`config.mk`:
```
export PLATFORM = sky130hd
export DESIGN_NAME = shr_line_engine
export DESIGN_NICKNAME = d
export VERILOG_FILES = /design/src/rtl/shr_line_engine.sv
export SDC_FILE = /design/constraint.sdc
export NUM_CORES = 1
export LEC_CHECK = 0
export ABC_AREA = 1
export BUFFER_PORTS_ARGS = -buffer_cell sky130_fd_sc_hd__clkbuf_2
export CAP_MARGIN = 20
export CORE_ASPECT_RATIO = 1.1
export CORE_UTILIZATION = 42
export CTS_CLUSTER_DIAMETER = 150
export CTS_CLUSTER_SIZE = 20
export DETAILED_ROUTE_END_ITERATION = 12
export GPL_ROUTABILITY_DRIVEN = 0
export GPL_TIMING_DRIVEN = 1
export HOLD_SLACK_MARGIN = 0.08
export MAX_ROUTING_LAYER = met4
export PLACE_DENSITY = 0.64
export SKIP_CTS_REPAIR_TIMING = 1
export SYNTH_ARGS = -nofsm -noshare
export SYNTH_HDL_FRONTEND = slang
export SYNTH_SLANG_ARGS = --single-unit
```
`constraint.sdc`:
```
create_clock -name clk_vid -period 2.27 [get_ports clk_vid]
set_input_delay 0.227 -clock clk_vid [delete_from_list [all_inputs] [get_ports clk_vid]]
set_output_delay 0.227 -clock clk_vid [all_outputs]
set_load 0.005 [all_outputs]
```
`src/rtl/shr_line_engine.sv`:
```
// Super Hi-Res scanline engine: per-line SCB/palette fetch, pixel streaming and 320/640/fill render.
// Define SHR_SCANLINE_IRQ_EN to build the latched SCB[6] scanline interrupt.
//
// state | meaning
// IDLE  | no fetch in flight; waits for FETCH_H on a line preceding an active line
// SCB   | SCB address issued, capturing the SCB byte
// PAL   | issuing 32 palette byte addresses and capturing them one tick later
// WAIT  | palette loaded, waiting for H_LEFT-1 to issue the first pixel byte
// PIX   | streaming 160 pixel bytes, one every 4 ticks
module shr_line_engine #(
    parameter int          H_LEFT   = 32,
    parameter int          H_TOTAL  = 912,
    parameter int          V_TOP    = 16,
    parameter int          LINES    = 200,
    parameter int          FETCH_H  = 860,
    parameter logic [22:0] PIX_BASE = 23'h12000,
    parameter logic [22:0] SCB_BASE = 23'h19D00,
    parameter logic [22:0] PAL_BASE = 23'h19E00,
    parameter int          OUT_W    = 8
) (
    input  logic             clk_vid,
    input  logic             reset,
    input  logic             ce_pix,
    input  logic [9:0]       H,
    input  logic [8:0]       V,
    input  logic             enable,
    input  logic [11:0]      border_rgb,
    output logic [22:0]      mem_addr,
    input  logic [7:0]       mem_data,
    input  logic             irq_clr,
    output logic             scanline_irq,
    output logic             vbl,
    output logic [OUT_W-1:0] R,
    output logic [OUT_W-1:0] G,
    output logic [OUT_W-1:0] B
);

    localparam logic [9:0] H_FETCH   = 10'(FETCH_H);
    localparam logic [9:0] H_LEFT_V  = 10'(H_LEFT);
    localparam logic [9:0] H_ISSUE0  = 10'(H_LEFT - 1);
    localparam logic [9:0] H_WIN0    = 10'(H_LEFT + 1);
    localparam logic [9:0] H_WIN_END = 10'(H_LEFT + 641);
    localparam logic [9:0] V_FIRST   = 10'(V_TOP);
    localparam logic [9:0] V_END     = 10'(V_TOP + LINES);
    localparam logic [8:0] V_VBL     = 9'(V_TOP + LINES);

    typedef enum logic [2:0] {S_IDLE, S_SCB, S_PAL, S_WAIT, S_PIX} state_t;

    state_t      state_q, state_d;
    logic [7:0]  scb_q;
    logic [7:0]  pix_byte;
    logic [3:0]  last_pixel;
    logic        line_en;
    logic [5:0]  pal_left;
    logic [7:0]  pix_left;
    logic [11:0] pal_ram [16];

    logic [9:0]  v_next;
    logic        next_active, v_active, in_win, at_fetch;
    logic [8:0]  r_next, r_cur;
    logic [1:0]  ph, sub;
    logic [4:0]  k_cap;
    logic [3:0]  nib, idx;
    logic [11:0] colour;

    function automatic logic [OUT_W-1:0] expand(input logic [3:0] n);
        logic [11:0] rep;
        rep = {n, n, n};
        return rep[11 -: OUT_W];
    endfunction

    assign v_next      = {1'b0, V} + 10'd1;
    assign next_active = (v_next >= V_FIRST) && (v_next < V_END);
    assign v_active    = ({1'b0, V} >= V_FIRST) && ({1'b0, V} < V_END);
    assign r_next      = 9'(v_next - V_FIRST);
    assign r_cur       = 9'({1'b0, V} - V_FIRST);
    assign at_fetch    = (H == H_FETCH);
    assign ph          = 2'(H - H_LEFT_V);
    assign sub         = 2'(H - H_WIN0);
    assign in_win      = line_en && v_active && (H >= H_WIN0) && (H < H_WIN_END);
    assign k_cap       = 5'd31 - pal_left[4:0];

    always_comb begin
        state_d = state_q;
        case (state_q)
            S_IDLE: if (at_fetch && enable && next_active) state_d = S_SCB;
            S_SCB:  state_d = S_PAL;
            S_PAL:  if (pal_left == 6'd0) state_d = S_WAIT;
            S_WAIT: if (H == H_ISSUE0) state_d = S_PIX;
            S_PIX:  if (ph == 2'd0 && pix_left == 8'd0) state_d = S_IDLE;
            default: state_d = S_IDLE;
        endcase
    end

    always_ff @(posedge clk_vid) begin
        if (reset) state_q <= S_IDLE;
        else if (ce_pix) state_q <= state_d;
    end

    // Pixel index: 640 mode interleaves two palette halves; fill mode reuses the last non-zero index.
    always_comb begin
        nib = sub[1] ? pix_byte[3:0] : pix_byte[7:4];
        idx = nib;
        if (scb_q[7]) begin
            case (sub)
                2'd0:    idx = {2'b10, pix_byte[7:6]};
                2'd1:    idx = {2'b11, pix_byte[5:4]};
                2'd2:    idx = {2'b00, pix_byte[3:2]};
                default: idx = {2'b01, pix_byte[1:0]};
            endcase
        end else if (scb_q[5] && nib == 4'd0) begin
            idx = last_pixel;
        end
        colour = pal_ram[idx];
    end

    always_ff @(posedge clk_vid) begin
        if (reset) begin
            for (int i = 0; i < 16; i++) pal_ram[i] <= '0;
        end else if (ce_pix && state_q == S_PAL && pal_left != 6'd32) begin
            if (k_cap[0]) pal_ram[k_cap[4:1]][11:8] <= mem_data[3:0];
            else          pal_ram[k_cap[4:1]][7:0]  <= mem_data;
        end
    end

    // line_en resets high so a line interrupted by reset shows black in the active area, not border.
    always_ff @(posedge clk_vid) begin
        if (reset) begin
            mem_addr   <= '0;
            scb_q      <= '0;
            pix_byte   <= '0;
            last_pixel <= '0;
            line_en    <= 1'b1;
            pal_left   <= '0;
            pix_left   <= '0;
            vbl        <= 1'b0;
            R          <= '0;
            G          <= '0;
            B          <= '0;
        end else if (ce_pix) begin
            vbl <= (V == V_VBL) && (H == 10'd0);
            if (at_fetch) line_en <= enable;

            case (state_q)
                S_IDLE: begin
                    pal_left <= 6'd32;
                    if (state_d == S_SCB) mem_addr <= SCB_BASE + 23'(r_next);
                end
                S_SCB: scb_q <= mem_data;
                S_PAL: begin
                    if (pal_left != 6'd0) begin
                        pal_left <= pal_left - 6'd1;
                        if (enable) begin
                            if (pal_left == 6'd32)
                                mem_addr <= PAL_BASE + {14'd0, scb_q[3:0], 5'd0};
                            else
                                mem_addr <= mem_addr + 23'd1;
                        end
                    end
                end
                S_WAIT: begin
                    pix_left <= 8'd159;
                    if (H == H_ISSUE0 && enable)
                        mem_addr <= PIX_BASE + 23'({r_cur, 7'd0}) + 23'({r_cur, 5'd0});
                end
                S_PIX: begin
                    if (ph == 2'd0) begin
                        pix_byte <= mem_data;
                        if (pix_left != 8'd0) pix_left <= pix_left - 8'd1;
                    end
                    if (ph == 2'd3 && enable) mem_addr <= mem_addr + 23'd1;
                end
                default: ;
            endcase

            if (H == H_LEFT_V) last_pixel <= 4'd0;

            if (in_win) begin
                R <= expand(colour[11:8]);
                G <= expand(colour[7:4]);
                B <= expand(colour[3:0]);
                if (!scb_q[7]) last_pixel <= idx;
            end else begin
                R <= expand(border_rgb[11:8]);
                G <= expand(border_rgb[7:4]);
                B <= expand(border_rgb[3:0]);
            end
        end
    end

`ifdef SHR_SCANLINE_IRQ_EN
    always_ff @(posedge clk_vid) begin
        if (reset) scanline_irq <= 1'b0;
        else if (ce_pix) begin
            if (state_q == S_SCB && mem_data[6]) scanline_irq <= 1'b1;
            else if (irq_clr)                     scanline_irq <= 1'b0;
        end
    end
    logic unused_bits;
    assign unused_bits = ^{scb_q[6], scb_q[4]};
`else
    assign scanline_irq = 1'b0;
    logic unused_bits;
    assign unused_bits = ^{scb_q[6], scb_q[4], irq_clr};
`endif

endmodule

```
[Word level (Yosys, flattened, before mapping)]
Memory sizes are Yosys's and may differ from the RTL's.
Index checks and enable logic that the tools add are counted.
Word-level totals
  flip-flop bits (word level): 86
  RAM bits: 192
  output and inout port bits: 49
  word-level logic and storage cells: 126
  memories kept: 1
Cells by class
  $add $sub $neg: 13
  order comparisons: 6
  equality and inequality tests: 21
  muxes and demuxes: 40
  reductions and logical operators: 33
Memory list
  pal_ram: words 16, bits a word 12, rd ports 1, clocked after memory_dff 0, write ports 16, RTL line 56  | logic [11:0] pal_ram [16];
Operators by type and width (number)
  $mux 23: 6
  $pmux 23 s4: 1
  $mux 8: 5
  $add 17x9->18 const A: 2
  $mux 4: 7
  $add 23x1->23 const B: 1
  $add 18x14->19: 1
  $add 17x16->18 const A: 1
  $sub 9x5->9 const B: 2
  $pmux 8 s2: 1
  $pmux 3 s5: 1
  $logic_and 1x1->1: 14
  $mux 12: 1
  $mux 3: 4
  $ne 2x2->1 const B: 6
  $pmux 4 s3: 1
  $pmux 6 s2: 1
  $reduce_or 12->1: 1
  $add 9x1->10 const B: 1
  $eq 10x10->1 const B: 1
  $eq 10x5->1 const B: 1
  $eq 10x6->1 const B: 1
  $ge 10x5->1 const B: 1
  $ge 10x6->1 const B: 1
  34 further kinds: 51

[Depth between registers and ports, before layout]
  depth after elaboration: 9
  gate-level depth with buffers: 18
  mapped depth without buffers: 18

[Least setup slack after synthesis]
OpenSTA, ideal clock, no wires.
  kind: input to register
  from: in V[5]
  to: reg mem_addr[15]
  setup time: 0.118 ns
  data arrival time: 2.247 ns
  required time: 2.152 ns
  slack: -0.095 ns
  cell stages on the path: 17
  cell sequence: inv_1 -> ha_1 -> inv_1 -> ha_1 -> ha_1 -> a21oi_1 -> nand2_1 -> nand2_1 -> nand2_1 -> a21oi_1 -> nor2_1 -> nand2_1 -> nand2_1 -> o21ai_0 -> nand2_1 -> nor3_1 -> nor2_1
On the way
  word-level cells in the longest chain between the ends: 9
RTL lines
  start, declared: RTL line 25  | input logic [8:0] V,
  parallel branches: the longest is 9 deep, another holds $add 18x14->19
  end signal, assigned: RTL line 147  | if (state_d == S_SCB) mem_addr <= SCB_BASE + 23'(r_next);
  end signal, assigned: RTL line 155  | mem_addr <= PAL_BASE + {14'd0, scb_q[3:0], 5'd0};
  end signal, assigned: RTL line 157  | mem_addr <= mem_addr + 23'd1;
  end, declared: RTL line 28  | output logic [22:0] mem_addr,
Several ways; the timed one is not identified. The select of a mux whose other input is x is not followed.
A chain may end at the register's enable or synchronous reset.

[Worst setup path after layout]
  from: reg mem_addr[1]
  to: reg mem_addr[16]
On the way
  word-level cells in the longest chain between the ends: 5
RTL lines
  $add 23x1->23 (*): RTL line 157, 171
  $mux 23: RTL line 154  | if (pal_left == 6'd32)
  $mux 23: RTL line 153  | if (enable) begin
  $mux 23: RTL line 151  | if (pal_left != 6'd0) begin
  $pmux 23 s4 (*): RTL line 144  | case (state_q)
Mark *: on every way between the ends. The rest lies on a longest branch, timed or not. The select of a mux whose other input is x is not followed.

==> flow_metrics.tcl <==
set metrics [dict create \
    hp-class "input port to flop" \
    synth-edff-count 192 \
    hpwlAfterDp_mm 29.3 \
    path_class "flop to flop" \
    worst_pin_slew_ns 0.582 \
    grt_use_total_pct 23.8 \
    synthFlopType "edfxtp_1" \
    synthCells 1842 \
    drt_iter0_markers 1048 \
    ant_nets 0 \
    finalWorstSetupSlack_ns 0.157 \
    insertion_delay_ns 0.52 \
    via_count 13081 \
    syn_avg_cell_area_um2 7.91 \
    htreeDepth 1 \
    yosysWarnings 0 \
    cts_buffers 17 \
    avgViaCountPerCell 5.34 \
    regArea_um2 7210 \
    placed_cell_area_um2 16400 \
    cp.arrival_ns 2.51 \
    cp.required_ns 2.67 \
    diodes 0 \
    fin_crit_sh_pct 93.1 \
    ctsLongestPathBuffers 3 \
    crit_path_max_incr_delay_ns 0.37 \
    clkSlewWorstSetupHoldPaths_ns 0.08 \
    wire_per_inst_um 17.2 \
    synth_nets 1916 \
    core_um2 34200 \
    final_area_um2 17000 \
    ys_ff_latch 264 \
    clock_sink_count 264 \
    grt_pass1_vias 12307 \
    cp_cell_sequence "ha_1 -> nand3_1 -> nor2_1 -> nand3_1 -> nor2_2 -> nand3_1 -> nor3_2 -> nand2_1 -> a31oi_1 -> nand2_1 -> nand2_1 -> nor2_1" \
    std_cell_rows 71 \
    grt_pass1_wl_mm 64.6 \
    io_buffers 90 \
    synthArstFlopShare_pct 0 \
    seq_area_frac_synth_pct 49.4 \
    clock_skew_ns 0.0337 \
    synth_cell_type_count 47 \
    drt_first_pass_iters 6 \
    finalCriticalPeriod_ns 2.11 \
    die_w_um 180 \
    finalSetupViolations 0 \
    route.detailed.drc 0 \
    cp_max_fo 4 \
    crit_path_end_kind "flop" \
    wl_mm 42.2 \
    overflow 0 \
    area_growth_pct 16.9 \
    cts-root-buf "clkbuf_16" \
    cap_violations 0 \
    slew_viol_final 0 \
    final_nets 2074 \
    fill_cells 3193 \
    antenna_found_initial 0 \
    finalHoldViolCount 0 \
    cts_tree "done" \
    slowest_stage "dfxtp_1" \
    layout-drive-gt1-share_pct 16.0 \
    initial_core_util_pct 42.6 \
    grt_max_degree 63 \
    multi_input_area_um2 6090 \
    die-area_um2 35500 \
    cp-start-kind "flop" \
    dieHeight_um 197 \
    fmax_mhz 473 \
    leakage_nw 7.59 \
    status "finished clean" \
    powerDensity_nw_per_um2 618 \
    syn_area_um2 14600 \
    io_pins 93 \
    ir_drop_mv 0.564 \
    pre_cts_slack_ns -0.312 \
    slew_headroom_pct 61.2 \
]
metrics by stage:
stage	utilization [%]	power, mW	instances	hold slack [ns]	setup TNS (ns)
after floorplan	-	6.69	1842	0.406	-0.0178
after global placement	47.9	7.46	2413	0.448	-6.14
after detailed placement	47.9	7.48	2413	0.468	-7.27
after CTS	49.3	10.5	2443	0.0346	0
after global routing	49.8	10.9	2449	0.0901	-0.0264
final	49.8	10.5	2449	0.0462	0
power by group:
group	switching (mW)	total (mW)	internal [mW]	leakage [nW]
logic	1.23	1.95	0.721	4.78
clock network	1.65	3.09	1.44	0.234
registers	0.134	5.49	5.35	2.58
total	3.01	10.5	7.51	7.59
worst max-delay path: cells and delay by family, from the launching register on:
| family | cells | cell delay, ns |
|---|---|---|
| AO/OA/AOI/OAI | 1 | 0.19 |
| flip-flops | 1 | 0.37 |
| adder cells (fa/ha/maj) | 1 | 0.20 |
| AND/OR/NAND/NOR | 10 | 1.25 |
final timing paths:
path | start | endpoint | depth (start not counted) | slack [ns]
min | mem_data[6] | pix_byte[6]$_SDFFE_PP0P_ | 3 | 0.05
min reg2reg | pix_byte[6]$_SDFFE_PP0P_ | pix_byte[6]$_SDFFE_PP0P_ | 2 | 0.48
max reg2reg | mem_addr[1]$_SDFFE_PP0P_ | mem_addr[16]$_SDFFE_PP0P_ | 12 | 0.16
max | mem_addr[1]$_SDFFE_PP0P_ | mem_addr[16]$_SDFFE_PP0P_ | 12 | 0.16
per-layer routing:
layer,track usage (%),vias to the layer above,wire [um]
li1,-,6341,-
met1,28.0,6134,16800
met2,42.5,490,21000
met3,2.06,116,2610
met4,9.13,0,1790
met5,-,-,0
Yosys cell counts (7+ instances only):
master / n / area [um^2]
inv_1: 206 / 773
nand2_2: 8 / 50.1
xnor2_1: 7 / 61.3
nand4_1: 7 / 43.8
a31oi_1: 8 / 50.1
o211ai_1: 12 / 90.1
buf_4: 20 / 150
nand3_1: 302 / 1510
inv_2: 9 / 33.8
dfxtp_1: 72 / 1440
edfxtp_1: 192 / 5770
ha_1: 29 / 363
xor2_1: 16 / 140
nand3_2: 12 / 120
nor2_1: 286 / 1070
nand2_1: 392 / 1470
buf_2: 27 / 135
o21ai_0: 53 / 265
clkbuf_1: 48 / 180
nor3_1: 20 / 100
a21oi_1: 55 / 275
cell usage in the layout, fill, tap and decap left out, types with 2 or more instances in the layout:
cell type	Yosys	routed
nand2_1	392	385
nand3_1	302	302
nor2_1	286	285
inv_1	206	205
edfxtp_1	192	192
buf_4	20	129
clkbuf_2	0	90
dfxtp_1	72	72
a21oi_1	55	53
o21ai_0	53	53
ha_1	29	28
clkbuf_16	0	19
nor3_1	20	17
xor2_1	16	16
buf_12	0	16
nand2_2	8	13
o211ai_1	12	12
nand3_2	12	11
clkbuf_1	48	11
inv_2	9	10
a31oi_1	8	8
xnor2_1	7	7
nand4_1	7	7
nor3_2	3	6
nor2_2	5	6
o21ai_1	6	6
or2_2	5	5
o22ai_1	4	4
dlygate4sd3_1	0	4
nor4_1	4	3
clkinv_1	3	3
nor4_4	2	2
nor4_2	1	2
o31ai_1	2	2
a21oi_2	0	2
a211oi_1	2	2
nand2_4	0	2
a22oi_1	2	2
registers in the layout (all words and copies together) (netlist names):
signal      flops
R               4
pal_left        6
B               4
pix_byte        8
state_q         3
last_pixel      4
scb_q           6
G               4
pal_ram       192
mem_addr       23
line_en         1
pix_left        8
vbl             1
final cells by class:
class | instances | share of cell area, %
Sequential cell | 264 | 42.3
Clock buffer | 28 | 2.74
Tap cell | 438 | 3.22
Multi-Input combinational cell | 1255 | 35.8
Clock inverter | 2 | 0.147
Inverter | 218 | 4.80
Timing Repair Buffer | 244 | 11.0
logic make-up after synthesis:
kind of cell | after synthesis | share of synthesized area, %
AO/OA/AOI/OAI | 153 | 5.93
XOR/XNOR | 23 | 1.38
adder cells (fa/ha/maj) | 30 | 2.63
buffers and inverters | 323 | 9.37
flip-flops | 264 | 49.4
other | 1 | 0.0257
AND/OR/NAND/NOR | 1048 | 31.2
(Power assumes the default switching activity.)
